===== src/rtl/out_display_pkg.sv =====
// Shared types and 7-segment encodings for the output-register display driver.
// Segment bit order is bit0=a through bit6=g, active-high.
package out_display_pkg;

  typedef enum logic [1:0] {
    IDLE    = 2'd0,
    CONVERT = 2'd1,
    COMMIT  = 2'd2
  } state_t;

  localparam logic [6:0] SEG_0     = 7'h3F;
  localparam logic [6:0] SEG_1     = 7'h06;
  localparam logic [6:0] SEG_2     = 7'h5B;
  localparam logic [6:0] SEG_3     = 7'h4F;
  localparam logic [6:0] SEG_4     = 7'h66;
  localparam logic [6:0] SEG_5     = 7'h6D;
  localparam logic [6:0] SEG_6     = 7'h7D;
  localparam logic [6:0] SEG_7     = 7'h07;
  localparam logic [6:0] SEG_8     = 7'h7F;
  localparam logic [6:0] SEG_9     = 7'h6F;
  localparam logic [6:0] SEG_MINUS = 7'h40;
  localparam logic [6:0] SEG_BLANK = 7'h00;

  // Non-decimal nibbles cannot come out of the converter; blank them anyway.
  function automatic logic [6:0] seg_decode(input logic [3:0] i_digit);
    logic [6:0] w_seg;
    case (i_digit)
      4'd0:    w_seg = SEG_0;
      4'd1:    w_seg = SEG_1;
      4'd2:    w_seg = SEG_2;
      4'd3:    w_seg = SEG_3;
      4'd4:    w_seg = SEG_4;
      4'd5:    w_seg = SEG_5;
      4'd6:    w_seg = SEG_6;
      4'd7:    w_seg = SEG_7;
      4'd8:    w_seg = SEG_8;
      4'd9:    w_seg = SEG_9;
      default: w_seg = SEG_BLANK;
    endcase
    return w_seg;
  endfunction

endpackage


===== src/rtl/out_display_driver_bin2bcd_seq.sv =====
// Sequential double-dabble engine: one add-3/shift iteration per cycle.
// o_done is high during the final iteration; o_bcd holds the result from the next cycle.
module bin2bcd_seq #(
  parameter int WIDTH  = 8,
  parameter int DIGITS = 4
) (
  input  logic                  clk,
  input  logic                  rst_n,
  input  logic                  i_start,
  input  logic [WIDTH-1:0]      i_bin,
  output logic                  o_busy,
  output logic                  o_done,
  output logic [4*DIGITS-1:0]   o_bcd
);
  import out_display_pkg::*;

  localparam int CW = (WIDTH > 1) ? $clog2(WIDTH) : 1;

  logic [WIDTH-1:0]    r_bin;
  logic [4*DIGITS-1:0] r_bcd;
  logic [CW-1:0]       r_cnt;
  logic                r_active;

  logic [4*DIGITS-1:0] w_adj;
  logic [4*DIGITS-1:0] w_bcd_nxt;
  logic [WIDTH-1:0]    w_bin_nxt;
  logic                w_last;

  always_comb begin
    w_adj = r_bcd;
    for (int i = 0; i < DIGITS; i++) begin
      if (r_bcd[4*i +: 4] >= 4'd5) begin
        w_adj[4*i +: 4] = r_bcd[4*i +: 4] + 4'd3;
      end
    end
    // {bcd, bin} shifted left by one as a single long register
    w_bcd_nxt = {w_adj[4*DIGITS-2:0], r_bin[WIDTH-1]};
    w_bin_nxt = {r_bin[WIDTH-2:0], 1'b0};
  end

  assign w_last = r_active && (r_cnt == CW'(WIDTH - 1));

  always_ff @(posedge clk or negedge rst_n) begin
    if (!rst_n) begin
      r_bin    <= '0;
      r_bcd    <= '0;
      r_cnt    <= '0;
      r_active <= 1'b0;
    end else if (i_start) begin
      r_bin    <= i_bin;
      r_bcd    <= '0;
      r_cnt    <= '0;
      r_active <= 1'b1;
    end else if (r_active) begin
      r_bin <= w_bin_nxt;
      r_bcd <= w_bcd_nxt;
      r_cnt <= r_cnt + CW'(1);
      if (w_last) begin
        r_active <= 1'b0;
      end
    end
  end

  assign o_busy = r_active;
  assign o_done = w_last;
  assign o_bcd  = r_bcd;

endmodule


===== src/rtl/out_display_driver.sv =====
// Multiplexed 7-segment driver for the CPU output register: binary->BCD, commit, blanking, scan.
// Define OUT_DISPLAY_SIGNED_EN to treat i_load_data as two's complement with a minus digit.
module out_display_driver #(
  parameter int WIDTH    = 8,
  parameter int DIGITS   = 4,
  parameter int SCAN_DIV = 1024
) (
  input  logic              clk,
  input  logic              rst_n,
  input  logic              i_load_enable,
  input  logic [WIDTH-1:0]  i_load_data,
  output logic [6:0]        o_seg,
  output logic [DIGITS-1:0] o_dig,
  output logic              o_busy
);
  import out_display_pkg::*;

  localparam int PW = (SCAN_DIV > 1) ? $clog2(SCAN_DIV) : 1;
  localparam int IW = (DIGITS > 1) ? $clog2(DIGITS) : 1;

  state_t              r_state;
  state_t              w_state_nxt;
  logic                w_commit;

  logic [WIDTH-1:0]    w_mag;
  logic                w_eng_busy;
  logic                w_eng_done;
  logic [4*DIGITS-1:0] w_bcd;

  logic [4*DIGITS-1:0] r_disp;
  logic [4*DIGITS-1:0] w_disp_nxt;
  logic [PW-1:0]       r_pre;
  logic [PW-1:0]       w_pre_nxt;
  logic [IW-1:0]       r_idx;
  logic [IW-1:0]       w_idx_nxt;
  logic                w_pre_wrap;
  logic [IW-1:0]       w_msd;
  logic [3:0]          w_dig_val;
  logic [6:0]          w_seg_nxt;
  logic [DIGITS-1:0]   w_dig_nxt;
  logic [6:0]          r_seg;
  logic [DIGITS-1:0]   r_dig;

`ifdef OUT_DISPLAY_SIGNED_EN
  logic r_neg_pend;
  logic r_disp_neg;
  logic w_disp_neg_nxt;

  // -2^(WIDTH-1) negates to itself, which is the correct unsigned magnitude.
  assign w_mag = i_load_data[WIDTH-1] ? (~i_load_data + WIDTH'(1)) : i_load_data;
  assign w_disp_neg_nxt = w_commit ? r_neg_pend : r_disp_neg;

  always_ff @(posedge clk or negedge rst_n) begin
    if (!rst_n) begin
      r_neg_pend <= 1'b0;
      r_disp_neg <= 1'b0;
    end else begin
      if (i_load_enable) begin
        r_neg_pend <= i_load_data[WIDTH-1];
      end
      r_disp_neg <= w_disp_neg_nxt;
    end
  end
`else
  assign w_mag = i_load_data;
`endif

  bin2bcd_seq #(
    .WIDTH  (WIDTH),
    .DIGITS (DIGITS)
  ) u_bin2bcd (
    .clk     (clk),
    .rst_n   (rst_n),
    .i_start (i_load_enable),
    .i_bin   (w_mag),
    .o_busy  (w_eng_busy),
    .o_done  (w_eng_done),
    .o_bcd   (w_bcd)
  );

  always_ff @(posedge clk or negedge rst_n) begin
    if (!rst_n) begin
      r_state <= IDLE;
    end else begin
      r_state <= w_state_nxt;
    end
  end

  // A load in any state restarts the engine; only an uninterrupted COMMIT updates the display.
  always_comb begin
    w_state_nxt = r_state;
    w_commit    = 1'b0;
    case (r_state)
      IDLE: begin
        if (i_load_enable) w_state_nxt = CONVERT;
      end
      CONVERT: begin
        if (i_load_enable)    w_state_nxt = CONVERT;
        else if (w_eng_done)  w_state_nxt = COMMIT;
        else if (!w_eng_busy) w_state_nxt = IDLE;
      end
      COMMIT: begin
        if (i_load_enable) begin
          w_state_nxt = CONVERT;
        end else begin
          w_commit    = 1'b1;
          w_state_nxt = IDLE;
        end
      end
      default: w_state_nxt = IDLE;
    endcase
  end

  assign o_busy = (r_state != IDLE);

  assign w_pre_wrap = (r_pre == PW'(SCAN_DIV - 1));
  assign w_pre_nxt  = w_pre_wrap ? '0 : r_pre + PW'(1);
  assign w_disp_nxt = w_commit ? w_bcd : r_disp;

  always_comb begin
    w_idx_nxt = r_idx;
    if (w_pre_wrap) begin
      w_idx_nxt = (r_idx == IW'(DIGITS - 1)) ? '0 : r_idx + IW'(1);
    end
  end

  // Output registers look at next-cycle index and digits so a commit and a
  // scan advance landing on the same edge are shown together.
  always_comb begin
    w_msd     = '0;
    w_dig_val = '0;
    for (int i = 0; i < DIGITS; i++) begin
      if (w_disp_nxt[4*i +: 4] != 4'd0) w_msd = IW'(i);
      if (w_idx_nxt == IW'(i))          w_dig_val = w_disp_nxt[4*i +: 4];
    end
    w_seg_nxt = SEG_BLANK;
    if (w_idx_nxt <= w_msd) begin
      w_seg_nxt = seg_decode(w_dig_val);
`ifdef OUT_DISPLAY_SIGNED_EN
    end else if (w_disp_neg_nxt &&
                 ({1'b0, w_idx_nxt} == ({1'b0, w_msd} + (IW+1)'(1)))) begin
      w_seg_nxt = SEG_MINUS;
`endif
    end
    w_dig_nxt = DIGITS'(1) << w_idx_nxt;
  end

  always_ff @(posedge clk or negedge rst_n) begin
    if (!rst_n) begin
      r_disp <= '0;
      r_pre  <= '0;
      r_idx  <= '0;
      r_seg  <= SEG_BLANK;
      r_dig  <= '0;
    end else begin
      r_disp <= w_disp_nxt;
      r_pre  <= w_pre_nxt;
      r_idx  <= w_idx_nxt;
      r_seg  <= w_seg_nxt;
      r_dig  <= w_dig_nxt;
    end
  end

  assign o_seg = r_seg;
  assign o_dig = r_dig;

endmodule


===== config.mk =====
export PLATFORM = sky130hd
export DESIGN_NAME = out_display_driver
export DESIGN_NICKNAME = d
export VERILOG_FILES = /design/src/rtl/out_display_pkg.sv /design/src/rtl/out_display_driver_bin2bcd_seq.sv /design/src/rtl/out_display_driver.sv
export SDC_FILE = /design/constraint.sdc
export NUM_CORES = 1
export LEC_CHECK = 0
export CAP_MARGIN = 20
export CORE_MARGIN = 1.5
export CORE_UTILIZATION = 59
export CTS_CLUSTER_DIAMETER = 150
export DETAILED_ROUTE_END_ITERATION = 6
export PLACE_DENSITY = 0.88
export SYNTH_ARGS = -nofsm -noshare
export SYNTH_HDL_FRONTEND = slang
export SYNTH_SLANG_ARGS = --single-unit

===== constraint.sdc =====
create_clock -name clk -period 3.8 [get_ports clk]
set_input_delay 0.76 -clock clk [delete_from_list [all_inputs] [get_ports clk]]
set_output_delay 0.76 -clock clk [all_outputs]
set_load 0.02 [all_outputs]

### Word-level counts from Yosys, hierarchy flattened

Memories as Yosys holds them, arrays and structs flattened.
Index checks and enable logic that the tools add are counted.

* output and inout bits: 12
* memories: 1
* register bits after elaboration: 69
* ROM bits: 112

* reductions and logical operators: 9
* multiplexer cells: 33
* $add $sub $neg: 7
* shift-type cells: 1
* equality and inequality tests: 10
* magnitude comparators: 5

Memories
* (no name shown): depth 16, bits a word 7, read ports 1, clocked after memory_dff 0, write ports 0, RTL line out_display_pkg.sv:27 `case (i_digit)`

Operators by type and width (count)
* $mux 16: 3
* $mux 4: 7
* $ge 4x3->1 const B: 4
* $mux 2: 8
* $mux 8: 2
* $add 4x2->4 const B: 3
* $reduce_bool 4->1: 3
* $add 10x1->10 const B: 1
* $eq 10x10->1 const B: 1
* $mux 10: 1
* $mux 3: 3
* $eq 2x2->1 const B: 4
* $mux 1: 7
* $mux 7: 1
* $pmux 2 s3: 1
* $eq 2x1->1 const B: 2
* $logic_not 2->1: 2
* $ne 4x3->1 const B: 1
* $reduce_bool 2->1: 2
* $shl 1x2->4 const A: 1
* $add 3x1->3 const B: 1
* $add 3x2->3 const B: 1
* $eq 3x3->1 const B: 1
* $add 2x1->2 const B: 1
* 4 further kinds: 4

### Depth between registers and ports, before layout

An unclocked memory read counts as a cell.

* depth after elaboration: 10
* depth in mapped cells: 12
* gate-level depth less buffers: 11

### Hierarchy

Synthesis repeated with hierarchy kept, for this count alone.

* cell total of the unflattened synthesis: 346
* area total of the unflattened synthesis: 3634.7 um^2

By module, submodules not included
* out_display_driver: instances 1, area an instance 2080.7 um^2, seq. area each 1026.0 um^2, cells an instance 184
* bin2bcd_seq: instances 1, area an instance 1554.0 um^2, seq. area each 700.7 um^2, cells an instance 162

### Worst setup path before layout

OpenSTA, ideal clock, no wires.

* path kind: input to register
* start: input port i_load_enable
* end: register r_seg[0], in the netlist o_seg[0]
* path slack: 342 ps
* required time: 3656 ps
* arrival time: 3314 ps
* path buffers: 1
* library setup time: 144 ps
* cell stages on the path: 10
* path through: nor3b_4 buf_4 mux2i_1 inv_1 or4_1 o21bai_1 ha_1 a21oi_1 or3_1 o32ai_1

* elaborated cells on any way between the ends: 16
* classes of those cells: order compare (1); mux (11); reduce/logical (3); memory (1)

RTL lines
* start: declaration: RTL line out_display_driver.sv:10 `input logic i_load_enable,`
* $mux 1 *: RTL line out_display_driver.sv:103 `if (i_load_enable) begin`
* $mux 1 *: RTL line out_display_driver.sv:93 `case (r_state)`
* $mux 16 *: RTL line out_display_driver.sv:118 `assign w_disp_nxt = w_commit ? w_bcd : r_disp;`
* named net w_disp_nxt[13]: RTL line out_display_driver.sv:31 `logic [4*DIGITS-1:0] w_disp_nxt;`
* parallel branches: the longest is 3 deep, another holds $mem_v2 16x7
* $mux 7 *: RTL line out_display_driver.sv:137 `if (w_idx_nxt <= w_msd) begin`
* named net w_seg_nxt[0]: RTL line out_display_driver.sv:39 `logic [6:0] w_seg_nxt;`
* end signal: assignment: RTL line out_display_driver.sv:159 `r_seg <= w_seg_nxt;`
* end: declaration: RTL line out_display_driver.sv:41 `logic [6:0] r_seg;`

Mark *: on every way through the listed nets, which the timed path passes.
A chain may end at the register's enable or synchronous reset.

### Worst setup path after layout

* start: input port i_load_enable
* end: register r_seg[4], in the netlist o_seg[4]

Same word-level chain as after synthesis.

==> results_dict.tcl <==
set metrics [dict create \
    crit_family "simple AND/OR/NAND/NOR gates" \
    critical_path_required_ns 4.03 \
    gp_congestion 0.850 \
    rr_worst_depth 10 \
    ant_nets 0 \
    dp_slack_ns -0.0500 \
    irDropWorstVdd_mv 0.320 \
    tightest_slew_ns 0.903 \
    cp_slowest_stage_delay_ns 0.55 \
    synthCells 339 \
    p_sw_share_pct 21.7 \
    cts_setup_buffers 0 \
    crit_slowest_cell "or4_1" \
    layout_common_cells "69 x dfrtp_1, 33 x nor2_1, 26 x inv_1, 26 x mux2i_1, 23 x o21ai_0" \
    max_cap_violations 0 \
    ff2ff_setup_slack_ns 0.71 \
    yosys-top-cells-area "dfrtp_1 48%, mux2i_1 7.2%, ha_1 6.6%, nor2_1 3.4%, o21ai_0 3.2%" \
    final_layout_size_suffix_gt1_share_pct 14.2 \
    diodes 0 \
    routedWlPerCell_um 15.4 \
    worst_slack_ns 0.247 \
    slew_violations 0 \
    dr.pass1.iters 4 \
    io_pins 23 \
    port_buffers 22 \
    fp.dieH_um 81.4 \
    worstPathMaxFanout 5 \
    num_rows 28 \
    area_growth_pct 17.5 \
    combPwrFrac_pct 9.6 \
    crit_path_start "i_load_enable" \
    cts_tree "built" \
    seq_power_share_pct 45.1 \
    path_cells "clkdlybuf4s50_1 > nor3b_4 > mux2i_1 > inv_1 > or4_1 > nor2_1 > ha_1 > a21oi_1 > a21oi_1 > or3_1 > o32ai_1" \
    grt.total_usage_pct 23.8 \
    crit_path_frequent_cell "a21oi_1" \
    p_total_w 0.00174 \
    grt_max_degree 43 \
    holdPathStages 1 \
    via_count 2624 \
    avgSynthCellArea_sq_um 10.7 \
    p_int_w 0.00136 \
    timing.fmax_mhz 281 \
    final_common_cell "dfrtp_1" \
    hold_end "r_pre[0]$_DFF_PN0_" \
    synth_area_sq_um 3630 \
    clock_path_buffers 2 \
    core_area_sq_um 5920 \
    dieArea_sq_um 6630 \
    synth-edff-count 0 \
    drt_iter0_drc 109 \
    start_util_pct 61.2 \
    yosysSeqAreaShare_pct 47.6 \
    yosys_warnings 0 \
    slew_headroom_pct 39.8 \
    grt_pass1_vias 2583 \
    drc_errors 0 \
    cts_root_buf "clkbuf_8" \
    cts-htree-levels 3 \
    yosys.area.top_type_share_pct 47.6 \
    endpoint_kind "flop" \
    p_leak_nw 2.06 \
    dp_hpwl_um 4940 \
    async_flop_share_pct 100 \
    clkSlewWorstSetupHoldPaths_ns 0.07 \
    vias_per_cell 5.77 \
    skew_ns 0.00720 \
    fillCellCount 429 \
    r2r_end "o_seg[4]$_DFF_PN0_" \
    cp.depth 11 \
    die_w_um 81.4 \
    status "completed" \
    finalNetCount 405 \
    rsz0062_at_grt "false" \
    setup_viol 0 \
    final_util_pct 72.0 \
    numCtsBuffers 9 \
    arrival_ns 3.79 \
    clock_latency_ns 0.34 \
    pwr-share-clk_pct 45.3 \
    finalCritPeriodShare_pct 93.5 \
    report.final.hold_viol_count 0 \
    holdBufCountCts 0 \
    grt.overflow.total 0 \
    min_period_ns 3.55 \
    antenna_found_initial 0 \
    finalWirelength_um 7010 \
    r2r_start "r_state[0]$_DFFE_PN0P_" \
    grt_pass1_wl_um 11900 \
    ctsResizeCount 0 \
    place_area_sq_um 3990 \
    p_sw_w 0.000378 \
    crit_type "primary input to flop" \
    path_buf_inv 2 \
    hold_path_class "flop to flop" \
    fin_setup_tns_ns 0 \
    ys_types 56 \
    synth_top_area_cell "dfrtp_1" \
    startpoint_type "primary input" \
    cts.sinks 69 \
    hp-start "r_pre[0]$_DFF_PN0_" \
    final_cell_area_sq_um 4260 \
    synth_nets 369 \
    yosys_most_used_dff "dfrtp_1" \
    powerDensity_nw_per_um2 408 \
    synth_seq_cells 69 \
]
worst register-to-register path: cells and delay by family, from the launching register on:
| family | cells | cell delay, ns |
|---|---|---|
| adder cells (fa/ha/maj) | 1 | 0.26 |
| flip-flops | 1 | 0.44 |
| multiplexers | 1 | 0.32 |
| AND/OR/NAND/NOR | 4 | 1.52 |
| AO/OA/AOI/OAI | 3 | 0.36 |
| buffers and inverters | 1 | 0.09 |
synthesized netlist by cell type (2+ instances only):
cell      number
nor2_1        33
o21ai_0       23
nand2_1       20
o21bai_1       2
xnor2_1       10
o211a_1        2
a22oi_4        2
nor3b_1        2
a32oi_1        2
nand2b_1       5
o32ai_1        5
a21oi_1       18
or3_1          2
dfrtp_1       69
xor2_1         5
and4_2         2
nand3_1        8
and4_1         2
ha_1          19
mux2_2         8
o311a_1        2
mux2i_1       26
inv_1         26
nand4_1        4
clkbuf_1       7
a21o_1         3
nor3_1         3
state kept, by name (all words and copies together), names as in the netlist:
| signal | count |
|---|---|
| u_bin2bcd.r_bin | 8 |
| r_idx | 2 |
| o_seg | 7 |
| r_disp | 16 |
| u_bin2bcd.o_bcd | 16 |
| o_dig | 4 |
| u_bin2bcd.r_cnt | 3 |
| r_state | 2 |
| u_bin2bcd.o_busy | 1 |
| r_pre | 10 |
how the worst max path moves through the flow:
stage / endpoint
finish: o_seg[4]$_DFF_PN0_
global route: o_seg[0]$_DFF_PN0_
CTS: o_seg[4]$_DFF_PN0_
detailed placement: o_seg[0]$_DFF_PN0_
global placement: o_seg[3]$_DFF_PN0_
floorplan: o_seg[0]$_DFF_PN0_
power by group through the flow:
stage | clock network (W) | registers [W] | logic (W)
after floorplan | 0 | 0.000807 | 0.0000822
after global placement | 0 | 0.000797 | 0.000160
after detailed placement | 0 | 0.000797 | 0.000167
after CTS | 0.000804 | 0.000784 | 0.000169
after global routing | 0.000834 | 0.000787 | 0.000186
final | 0.000789 | 0.000784 | 0.000167
per-layer routing:
metal	GRT usage, %	vias to the layer above	share of wire, %
met5	0	-	0
met2	41.1	44	52
met1	29.4	1301	44
met4	5.34	0	0.63
li1	-	1275	-
met3	7.19	4	3.7
metrics by stage:
| step | hold WS, ns | std cells |
|---|---|---|
| after CTS | 0.471 | 455 |
| after global placement | 0.449 | 439 |
| final | 0.469 | 455 |
| after floorplan | 0.433 | 339 |
| after global routing | 0.509 | 455 |
| after detailed placement | 0.461 | 439 |
cell type report:
class,count,area [sq um],share of cell area (%)
Clock buffer,10,138,3.23
Clock inverter,6,134,3.14
Inverter,26,97.6,2.29
Multi-Input combinational cell,234,1760,41.3
Sequential cell,69,1730,40.5
Tap cell,75,93.8,2.20
Timing Repair Buffer,35,313,7.34
cell families after synthesis:
logic type	after synthesis	share of synthesized area (%)
flops	69	47.6
mux	34	9.66
compound gates	74	15.4
xor+xnor	15	3.62
simple gates	92	13.3
fa+ha+maj	19	6.56
buf+inv	36	3.86
Note: power is estimated with default switching activity, not from simulation.
